`src/rtl/seq_divider_64_if.sv`:
```
// Handshake and operand/result bundle between the execute stage and seq_divider_64.
// The master requests divisions and the slave (the divider) returns results.
interface seq_divider_64_if;
  logic        start;
  logic        is_signed;
  logic [63:0] dividend;
  logic [63:0] divisor;
  logic        ready;
  logic        busy;
  logic        done;
  logic [63:0] quotient;
  logic [63:0] remainder;
  logic        div_by_zero;
  logic        overflow;

  modport master (
    output start, is_signed, dividend, divisor,
    input  ready, busy, done, quotient, remainder, div_by_zero, overflow
  );

  modport slave (
    input  start, is_signed, dividend, divisor,
    output ready, busy, done, quotient, remainder, div_by_zero, overflow
  );
endinterface

```
`src/rtl/seq_divider_64.sv`:
```
// Multi-cycle 64-bit restoring divider, one quotient bit per cycle, signed or unsigned,
// with a shared subtractor_64 doing the trial subtraction each iteration.

module subtractor_64 (
  input  logic [63:0] a,
  input  logic [63:0] b,
  output logic [63:0] diff,
  output logic        carry_out
);
  // carry_out = 1 means no borrow, i.e. a >= b unsigned
  assign {carry_out, diff} = {1'b0, a} + {1'b0, ~b} + 65'd1;
endmodule

// state | meaning
// IDLE  | ready for a new request, results held
// RUN   | 64 restoring iterations, one quotient bit per edge
// FIX   | apply result signs and overflow flag
// DONE  | one-cycle done pulse
module seq_divider_64 #(
  parameter int WIDTH = 64
) (
  input  logic             clk,
  input  logic             rst,
  seq_divider_64_if.slave  bus
);
  typedef enum logic [1:0] {IDLE, RUN, FIX, DONE} state_t;

  localparam logic [WIDTH-1:0] MIN_NEG = {1'b1, {(WIDTH-1){1'b0}}};

  state_t           state, state_nxt;
  logic [5:0]       cnt;
  logic [WIDTH-1:0] dvd_sh, dsr_mag, q_acc, r_acc, quo, rem;
  logic             neg_q, neg_r, ovf_pend, dbz, ovf;
  logic             ready, busy, done;
  logic [WIDTH-1:0] dvd_mag, dsr_in_mag, trial_a, sub_diff;
  logic             sub_carry, trial_ok, divisor_zero;

  assign dvd_mag      = (bus.is_signed && bus.dividend[WIDTH-1]) ? -bus.dividend : bus.dividend;
  assign dsr_in_mag   = (bus.is_signed && bus.divisor[WIDTH-1])  ? -bus.divisor  : bus.divisor;
  assign divisor_zero = (bus.divisor == '0);

  // S = {R, next dividend bit}; its bit 64 is r_acc[63], the low 64 bits go to the subtractor
  assign trial_a  = {r_acc[WIDTH-2:0], dvd_sh[WIDTH-1]};
  assign trial_ok = r_acc[WIDTH-1] | sub_carry;

  subtractor_64 u_sub (
    .a         (trial_a),
    .b         (dsr_mag),
    .diff      (sub_diff),
    .carry_out (sub_carry)
  );

  always_ff @(posedge clk) begin
    if (rst) state <= IDLE;
    else     state <= state_nxt;
  end

  always_comb begin
    state_nxt = state;
    ready     = 1'b0;
    busy      = 1'b0;
    done      = 1'b0;
    case (state)
      IDLE: begin
        ready = 1'b1;
        if (bus.start) state_nxt = divisor_zero ? DONE : RUN;
      end
      RUN: begin
        busy = 1'b1;
        if (cnt == 6'd63) state_nxt = FIX;
      end
      FIX: begin
        busy      = 1'b1;
        state_nxt = DONE;
      end
      DONE: begin
        done      = 1'b1;
        state_nxt = IDLE;
      end
      default: state_nxt = IDLE;
    endcase
  end

  always_ff @(posedge clk) begin
    if (rst) begin
      cnt      <= '0;
      dvd_sh   <= '0;
      dsr_mag  <= '0;
      q_acc    <= '0;
      r_acc    <= '0;
      quo      <= '0;
      rem      <= '0;
      neg_q    <= 1'b0;
      neg_r    <= 1'b0;
      ovf_pend <= 1'b0;
      dbz      <= 1'b0;
      ovf      <= 1'b0;
    end else begin
      case (state)
        IDLE: begin
          if (bus.start) begin
            neg_q    <= (bus.dividend[WIDTH-1] ^ bus.divisor[WIDTH-1]) & bus.is_signed;
            neg_r    <= bus.dividend[WIDTH-1] & bus.is_signed;
            ovf_pend <= bus.is_signed && (bus.dividend == MIN_NEG) && (bus.divisor == '1);
            dvd_sh   <= dvd_mag;
            dsr_mag  <= dsr_in_mag;
            q_acc    <= '0;
            r_acc    <= '0;
            cnt      <= '0;
            dbz      <= 1'b0;
            ovf      <= 1'b0;
            if (divisor_zero) begin
              quo <= '1;
              rem <= bus.dividend;
              dbz <= 1'b1;
            end
          end
        end
        RUN: begin
          r_acc  <= trial_ok ? sub_diff : trial_a;
          q_acc  <= {q_acc[WIDTH-2:0], trial_ok};
          dvd_sh <= {dvd_sh[WIDTH-2:0], 1'b0};
          cnt    <= cnt + 6'd1;
        end
        FIX: begin
          // MIN / -1 needs no special case: the magnitude path already yields MIN, 0
          quo <= neg_q ? -q_acc : q_acc;
          rem <= neg_r ? -r_acc : r_acc;
          ovf <= ovf_pend;
        end
        default: ;
      endcase
    end
  end

  assign bus.ready       = ready;
  assign bus.busy        = busy;
  assign bus.done        = done;
  assign bus.quotient    = quo;
  assign bus.remainder   = rem;
  assign bus.div_by_zero = dbz;
  assign bus.overflow    = ovf;
endmodule
```
`src/flat_wrapper.sv`:
```
// flat-port wrapper written by rule: the top's interface ports become plain ports
module seq_divider_64_flat 
#(
  parameter int WIDTH = 64
)
  (clk, rst, bus_start, bus_is_signed, bus_dividend, bus_divisor, bus_ready, bus_busy, bus_done, bus_quotient, bus_remainder, bus_div_by_zero, bus_overflow);
  seq_divider_64_if bus_i ();
  input  logic clk;
  input  logic rst;
  input wire logic [$bits(bus_i.start)-1:0] bus_start;
  input wire logic [$bits(bus_i.is_signed)-1:0] bus_is_signed;
  input wire logic [$bits(bus_i.dividend)-1:0] bus_dividend;
  input wire logic [$bits(bus_i.divisor)-1:0] bus_divisor;
  output wire logic [$bits(bus_i.ready)-1:0] bus_ready;
  output wire logic [$bits(bus_i.busy)-1:0] bus_busy;
  output wire logic [$bits(bus_i.done)-1:0] bus_done;
  output wire logic [$bits(bus_i.quotient)-1:0] bus_quotient;
  output wire logic [$bits(bus_i.remainder)-1:0] bus_remainder;
  output wire logic [$bits(bus_i.div_by_zero)-1:0] bus_div_by_zero;
  output wire logic [$bits(bus_i.overflow)-1:0] bus_overflow;
  assign bus_i.start = bus_start;
  assign bus_i.is_signed = bus_is_signed;
  assign bus_i.dividend = bus_dividend;
  assign bus_i.divisor = bus_divisor;
  assign bus_ready = bus_i.ready;
  assign bus_busy = bus_i.busy;
  assign bus_done = bus_i.done;
  assign bus_quotient = bus_i.quotient;
  assign bus_remainder = bus_i.remainder;
  assign bus_div_by_zero = bus_i.div_by_zero;
  assign bus_overflow = bus_i.overflow;
  seq_divider_64 #(.WIDTH(WIDTH)) u_core (.clk(clk), .rst(rst), .bus(bus_i));
endmodule
```
`config.mk`:
```
export PLATFORM = sky130hd
export DESIGN_NAME = seq_divider_64_flat
export DESIGN_NICKNAME = d
export VERILOG_FILES = /design/src/rtl/seq_divider_64_if.sv /design/src/rtl/seq_divider_64.sv /design/src/flat_wrapper.sv
export SDC_FILE = /design/constraint.sdc
export NUM_CORES = 1
export LEC_CHECK = 0
export ABC_AREA = 1
export BUFFER_PORTS_ARGS = -buffer_cell sky130_fd_sc_hd__buf_4
export CORE_MARGIN = 2
export CORE_UTILIZATION = 30
export CTS_CLUSTER_SIZE = 28
export DETAILED_ROUTE_END_ITERATION = 8
export PLACE_DENSITY_LB_ADDON = 0.05
export REMOVE_ABC_BUFFERS = 1
export SKIP_CTS_REPAIR_TIMING = 1
export SLEW_MARGIN = 10
export SYNTH_ARGS = -nofsm -noshare
export SYNTH_HDL_FRONTEND = slang
export SYNTH_SLANG_ARGS = --single-unit
```
`constraint.sdc`:
```
create_clock -name clk -period 6.9 [get_ports clk]
set_clock_uncertainty 0.15 [all_clocks]
set_input_delay 0.69 -clock clk [delete_from_list [all_inputs] [get_ports clk]]
set_output_delay 0.69 -clock clk [all_outputs]
set_load 0.01 [all_outputs]
```
# Word-level counts from Yosys, hierarchy flattened
# Index checks and enable logic that the tools add are counted.
word_totals:
  input_bits: 132
  reg_bits: 397
  word_cells: 76
op_classes:
  n_bitwise: 5
  mux: 28
  add_sub_neg: 7
  reduce_logical: 14
  eq_ne: 9
op_table:
  columns: ["cell", "n"]
  rows:
  - ["two-way mux 64 bit", 11]
  - ["one-hot mux 64 bit (2 select lines)", 5]
  - ["negation 64 bit", 4]
  - ["== test 64 bit, second input constant", 2]
  - ["adder 64 x 64 -> 65 bit", 1]
  - ["adder 65 x 1 -> 65 bit, second input constant", 1]
  - ["logical NOT 64 bit", 1]
  - ["inverter 64 bit", 1]
  - ["one-hot mux 6 bit (2 select lines)", 1]
  - ["one-hot mux 2 bit (4 select lines)", 1]
  - ["AND reduction 2 bit", 4]
  - ["adder 6 x 1 -> 6 bit, second input constant", 1]
  - ["== test 6 bit, second input constant", 1]
  - ["two-way mux 2 bit", 3]
  - ["two-way mux 6 bit", 1]
  - ["two-way mux 1 bit", 5]
  - ["== test 2 bit, second input constant", 2]
  - ["logical AND 1 bit", 4]
  - ["inequality test 2 x 1 -> 1 bit, second input constant", 2]
  - ["nonzero test 2 bit", 2]
  - ["AND reduction 3 bit", 1]
  - ["bitwise AND 1 bit", 2]
  - ["== test 2 x 1 -> 1 bit, second input constant", 1]
  - ["logical NOT 2 bit", 1]
  - ["other kinds (5)", 5]

# Depth between registers and ports, before layout
depth:
  depth_word: 6
  mapped_depth: 19
  mapped_depth_nobuf: 18

# Hierarchy
# A second synthesis with hierarchy kept.
hier_totals:
  cells_unflattened: 5645
  hier_area_um2: 31097.3
modules_own_cells:
  columns: ["mod", "cells_per_inst", "n_inst", "area_per_inst_um2", "seq_area_each_um2"]
  rows:
  - ["seq_divider_64", 4291, 1, 24901.4, 7947.6]
  - ["subtractor_64", 1354, 1, 6195.9, 0.0]

# Worst setup path before layout
# OpenSTA, ideal clock, no wires.
synth_timing:
  kind: "register -> register"
  from: "register u_core.dvd_sh[63]"
  to: "register u_core.r_acc[48]"
  path_buffers: 2
  stages_incl_launch_ff: 20
  arrival_ns: 2.246
  t_required_ns: 6.618
  setup_slack_ns: 4.372
  cell_sequence: "dfxtp_1 inv_1 ha_1 fa_1 inv_1 nand3_1 nand2_1 nand2_1 nand2_2 nand2_1 nand2_2 nand2_1 nand2_2 nand3_2 nand2_1 buf_4 buf_4 nand3_1 nand2_1 a21oi_1"
synth_between:
  elab_chain_cells: 5
synth_lines:
  columns: ["item", "line_no", "text"]
  rows:
  - ["start: declaration", "seq_divider_64.sv:32", "logic [WIDTH-1:0] dvd_sh, dsr_mag, q_acc, r_acc, quo, rem;"]
  - ["start signal: assignment", "seq_divider_64.sv:105", "dvd_sh <= dvd_mag;"]
  - ["start signal: assignment", "seq_divider_64.sv:122", "dvd_sh <= {dvd_sh[WIDTH-2:0], 1'b0};"]
  - ["adder 64 x 64 -> 65 bit (*)", "seq_divider_64.sv:11", "assign {carry_out, diff} = {1'b0, a} + {1'b0, ~b} + 65'd1;"]
  - ["adder 65 x 1 -> 65 bit (*)", "seq_divider_64.sv:11", null]
  - ["OR 1 bit", "seq_divider_64.sv:44", "assign trial_ok = r_acc[WIDTH-1] | sub_carry;"]
  - ["two-way mux 64 bit (*)", "seq_divider_64.sv:120", "r_acc <= trial_ok ? sub_diff : trial_a;"]
  - ["one-hot mux 64 bit (2 select lines) (*)", "seq_divider_64.sv:99", "case (state)"]
  - ["end signal: assignment", "seq_divider_64.sv:120", null]
  - ["end: declaration", "seq_divider_64.sv:32", null]
# Mark *: on every way between the ends. The rest lies on a longest branch, timed or not.
# A chain may end at the register's enable or synchronous reset.

# Final worst setup path
layout_timing:
  from: "register u_core.state[0]"
  to: "register u_core.quo[1], in the netlist u_core.bus.quotient[1]"
layout_between:
  elab_chain_cells: 3
layout_lines:
  columns: ["item", "line_no", "text"]
  rows:
  - ["start: declaration", "seq_divider_64.sv:30", "state_t state, state_nxt;"]
  - ["start signal: assignment", "seq_divider_64.sv:55", "else state <= state_nxt;"]
  - ["logical NOT 2 bit or == test 2 bit (tied branches)", "seq_divider_64.sv:99", null]
  - ["inequality test 2 x 1 -> 1 bit (no line) (tied with other cells)", null, null]
  - ["AND reduction 3 bit (no line)", null, null]
  - ["end signal: assignment", "seq_divider_64.sv:127", "quo <= neg_q ? -q_acc : q_acc;"]
  - ["end: declaration", "seq_divider_64.sv:32", null]
# Parallel ways exist; a longest one is shown, timed or not.

==> run metrics <==
most used flip-flop cell after synthesis sky130_fd_sc_hd__dfxtp_1; share of layout cells above drive strength 1 around 7.3%; Hold Path Origin bus_dividend[0]; die height 325 um; FFs w/ async S/R, synth 0%; Hold Fails Final Rpt 0; fillcell total ~12,000; top cell type by total area after synthesis sky130_fd_sc_hd__dfxtp_1; synthesized area per cell 5.61 um2; crit end category flip-flop; maximum clock path buffer count 3; Top cell by count, worst path sky130_fd_sc_hd__inv_1; number of levels in the clock H-tree 2; Seq/Total Area, Yosys 25.7%; standby leakage power approximately 18 nW; critical setup path kind reg2reg; area grow syn2layout 14.9%; Slowest-stage cell, CP sky130_fd_sc_hd__inv_6; number of stages on the worst hold path 3; Initial DRT Pass Iterations 5; arrival time at the worst endpoint about 4.8 ns; Worst Path Max Fanout 122; cell-by-cell trace of the critical path inv_1 -> ha_4 -> inv_2 -> nor2_1 -> inv_1 -> nand2_1 -> nand2_4 -> inv_6 -> buf_4 -> o21ai_0 -> a21oi_1; hold endpoint u_core.dvd_sh[0]; Buffers & Inverters on Critical Path 5; I/O pin count about 270; antenna-violating nets left 0; drt initial violations between 2,000 and 3,000; clock network latency to the later pin of the worst-skew pair 0.64 ns; layout net count slightly below 6,000; run status finished clean; post-synthesis sequential element count ~400; final WL around 140 mm; cell family with most CP delay buffers and inverters; clock period minus worst slack about 4.4 ns; # rows about 120; vias per inst 4.94; CP max stage delay roughly 0.72 ns; yosys synthesis warning count 0; Wirelength per Cell a little under 20 um; sequential share of power 29.7%; DIE WIDTH approximately 330 um; Distinct cells, synth 52; global placement routability congestion roughly 0.95; cell at the root of the clock tree sky130_fd_sc_hd__clkbuf_16; Setup TNS 0 ns; Power Density about 270 mW/mm2; Critical Path Start Type flip-flop; worst vdd ir between 0.0002 and 0.0003 V; post-route DRC violation count 0; clock sink count 397; data required time of the critical path about 7.3 ns; Post-Place Setup Slack approximately 2.4 ns; max-cap check violation count 0; final worst setup slack about 2.5 ns; pin count of the biggest net entering global routing approximately 160; register-to-register setup slack 2.52 ns; part of the power in combinational logic 42.3%; Tightest Pin Transition between 1 and 1.5 ns; Overflow after GRT 0; relative contribution of the clock network to total power 28.1%; cell count after synthesis 5,517; highest achievable clock rate ~230 MHz; wire length of the first global-routing pass just over 200 mm; reg2reg end u_core.bus.quotient[1]; clock tree from TritonCTS built; area of the core a little over 0.1 mm2; EDFF count, synth 0; DPL Wire Length approximately 110 mm; area of the die 0.106 mm2; Starting Density 30.3%; RSZ-0062 raised after global routing false; clock buffers created by TritonCTS 48; Synth Cell Area between 0.03 and 0.04 mm2; vias in the first global route 32,700; Final Setup Violations 0; top area cells in the synthesized netlist sky130_fd_sc_hd__dfxtp_1 26%, sky130_fd_sc_hd__nand2_1 20%, sky130_fd_sc_hd__inv_1 9.3%; min-delay worst type in2reg; switching power as a share of total power between 40% and 50%; antenna violations before repair 0; final clock period utilization by the worst path between 60% and 70%; launch instance of the worst register-to-register path u_core.state[0]; Slew headroom 27.7%; number of cell instances on the worst register-to-register path 11; via count roughly 35,000; storage element area just under 0.008 mm2; Antenna Cells 0; internal portion of total power roughly 5.3 mW; clock transition time at the flip-flop clock pins of the worst setup and hold paths about 0.060 ns; area taken by multi-input logic gates approximately 0.019 mm2; Total Routing Usage GR between 20% and 30%; count of input and output buffers approximately 260; P_sw 4.19 mW; final design utilization a little over a third; share of the synthesized area in the top cell type ~26%; Max Slew Vio Count 0
## cells in the mapped netlist (all sizes together) (70+ instances only)
cell       n
xor2      70
dfxtp    397
nor3      70
nand2   1672
clkbuf   147
ha        74
nand4    112
nand3    413
inv      769
a21oi    435
nor2     751
o21ai    368
## layer usage
layer,GRT usage (%),share of wire (%)
met5,0,0
met4,6.58,2.6
met3,3.99,5.5
met2,42.4,46
met1,33.8,46
## cell usage in the layout, fill, tap and decap left out, types with 6 or more instances in the layout
master                      count
sky130_fd_sc_hd__clkinv_2       9
sky130_fd_sc_hd__o31ai_1        8
sky130_fd_sc_hd__nor2_2        11
sky130_fd_sc_hd__ha_1          73
sky130_fd_sc_hd__inv_1        765
sky130_fd_sc_hd__o21ai_0      358
sky130_fd_sc_hd__a21oi_1      434
sky130_fd_sc_hd__nor4_1        17
sky130_fd_sc_hd__dfxtp_1      395
sky130_fd_sc_hd__or2_2          9
sky130_fd_sc_hd__nand2_1     1665
sky130_fd_sc_hd__nor3_1        67
sky130_fd_sc_hd__nand2_2        6
sky130_fd_sc_hd__xor2_1        70
sky130_fd_sc_hd__clkbuf_8      11
sky130_fd_sc_hd__nand3_1      411
sky130_fd_sc_hd__nand4_1      112
sky130_fd_sc_hd__nand3b_1      19
sky130_fd_sc_hd__buf_4        286
sky130_fd_sc_hd__xnor2_1       35
sky130_fd_sc_hd__o221ai_1       9
sky130_fd_sc_hd__clkbuf_16     49
sky130_fd_sc_hd__o211ai_1      33
sky130_fd_sc_hd__clkbuf_1       9
sky130_fd_sc_hd__nor2_1       739
## area by class of cell
class | count | share of cell area, %
clock inverters | 19 | 0.615
clock buffers | 68 | 3.93
repair buffers | 290 | 6.24
inverters | 772 | 8.18
multi-input cells | 4132 | 53.9
well taps | 1368 | 4.81
flip-flops and latches | 397 | 22.3
## per-stage QoR
stage / hold WS [ns] / power, mW / instance area, um2 / std cells
2_1_floorplan: 0.285 / 5.27 / 30000 / 5301
3_3_place_gp: 0.301 / 6.86 / 34000 / 6959
3_5_place_dp: 0.305 / 6.86 / 34000 / 6959
4_1_cts: 0.193 / 9.58 / 35600 / 7046
5_1_grt: 0.220 / 10.1 / 35600 / 7046
6_report: 0.230 / 9.48 / 35600 / 7046
## kinds of logic (layout without fill, tap and decap cells)
family | after synthesis | in the layout | share of synthesized area (%)
AND/OR/NAND/NOR | 3075 | 3075 | 40.9
buffers and inverters | 988 | 1149 | 12.5
AO/OA/AOI/OAI | 877 | 877 | 14.9
flip-flops | 397 | 397 | 25.7
XOR/XNOR | 105 | 105 | 2.97
adder cells (fa/ha/maj) | 75 | 75 | 3.06
## flip-flops by register name, indices dropped and copies added (netlist names)
signal                  flops
u_core.q_acc               64
u_core.neg_q                1
u_core.state                2
u_core.dvd_sh              64
u_core.bus.overflow         1
u_core.bus.quotient        64
u_core.ovf_pend             1
u_core.cnt                  6
u_core.dsr_mag             64
u_core.neg_r                1
u_core.bus.div_by_zero      1
u_core.r_acc               64
u_core.bus.remainder       64
## power groups by stage
stage | combinational (mW) | clock, mW | sequential (mW)
detailed placement | 4.00 | 0 | 2.86
global route | 4.45 | 2.84 | 2.85
CTS | 4.02 | 2.75 | 2.81
global placement | 4.01 | 0 | 2.86
finish | 4.01 | 2.66 | 2.81
floorplan | 2.39 | 0 | 2.88
## worst max-delay path by stage
stage | startpoint | endpoint | slack [ns] | cells after the start
3_3_place_gp | bus_divisor[48] | u_core.bus.quotient[10] | 2.41 | 13
6_report | u_core.state[0] | u_core.bus.quotient[1] | 2.52 | 11
5_1_grt | u_core.state[0] | u_core.bus.quotient[1] | 2.13 | 11
2_1_floorplan | u_core.state[1] | u_core.r_acc[49] | -0.34 | 8
4_1_cts | u_core.state[0] | u_core.bus.quotient[1] | 2.54 | 11
3_5_place_dp | bus_divisor[0] | u_core.bus.quotient[1] | 2.36 | 14
## worst min-delay path: cells and delay by family
family / cells / cell delay, ns
simple gates: 1 / 0.07
compound gates: 1 / 0.06
buf+inv: 1 / 0.13
No activity file was read; power rests on OpenSTA's default activity.
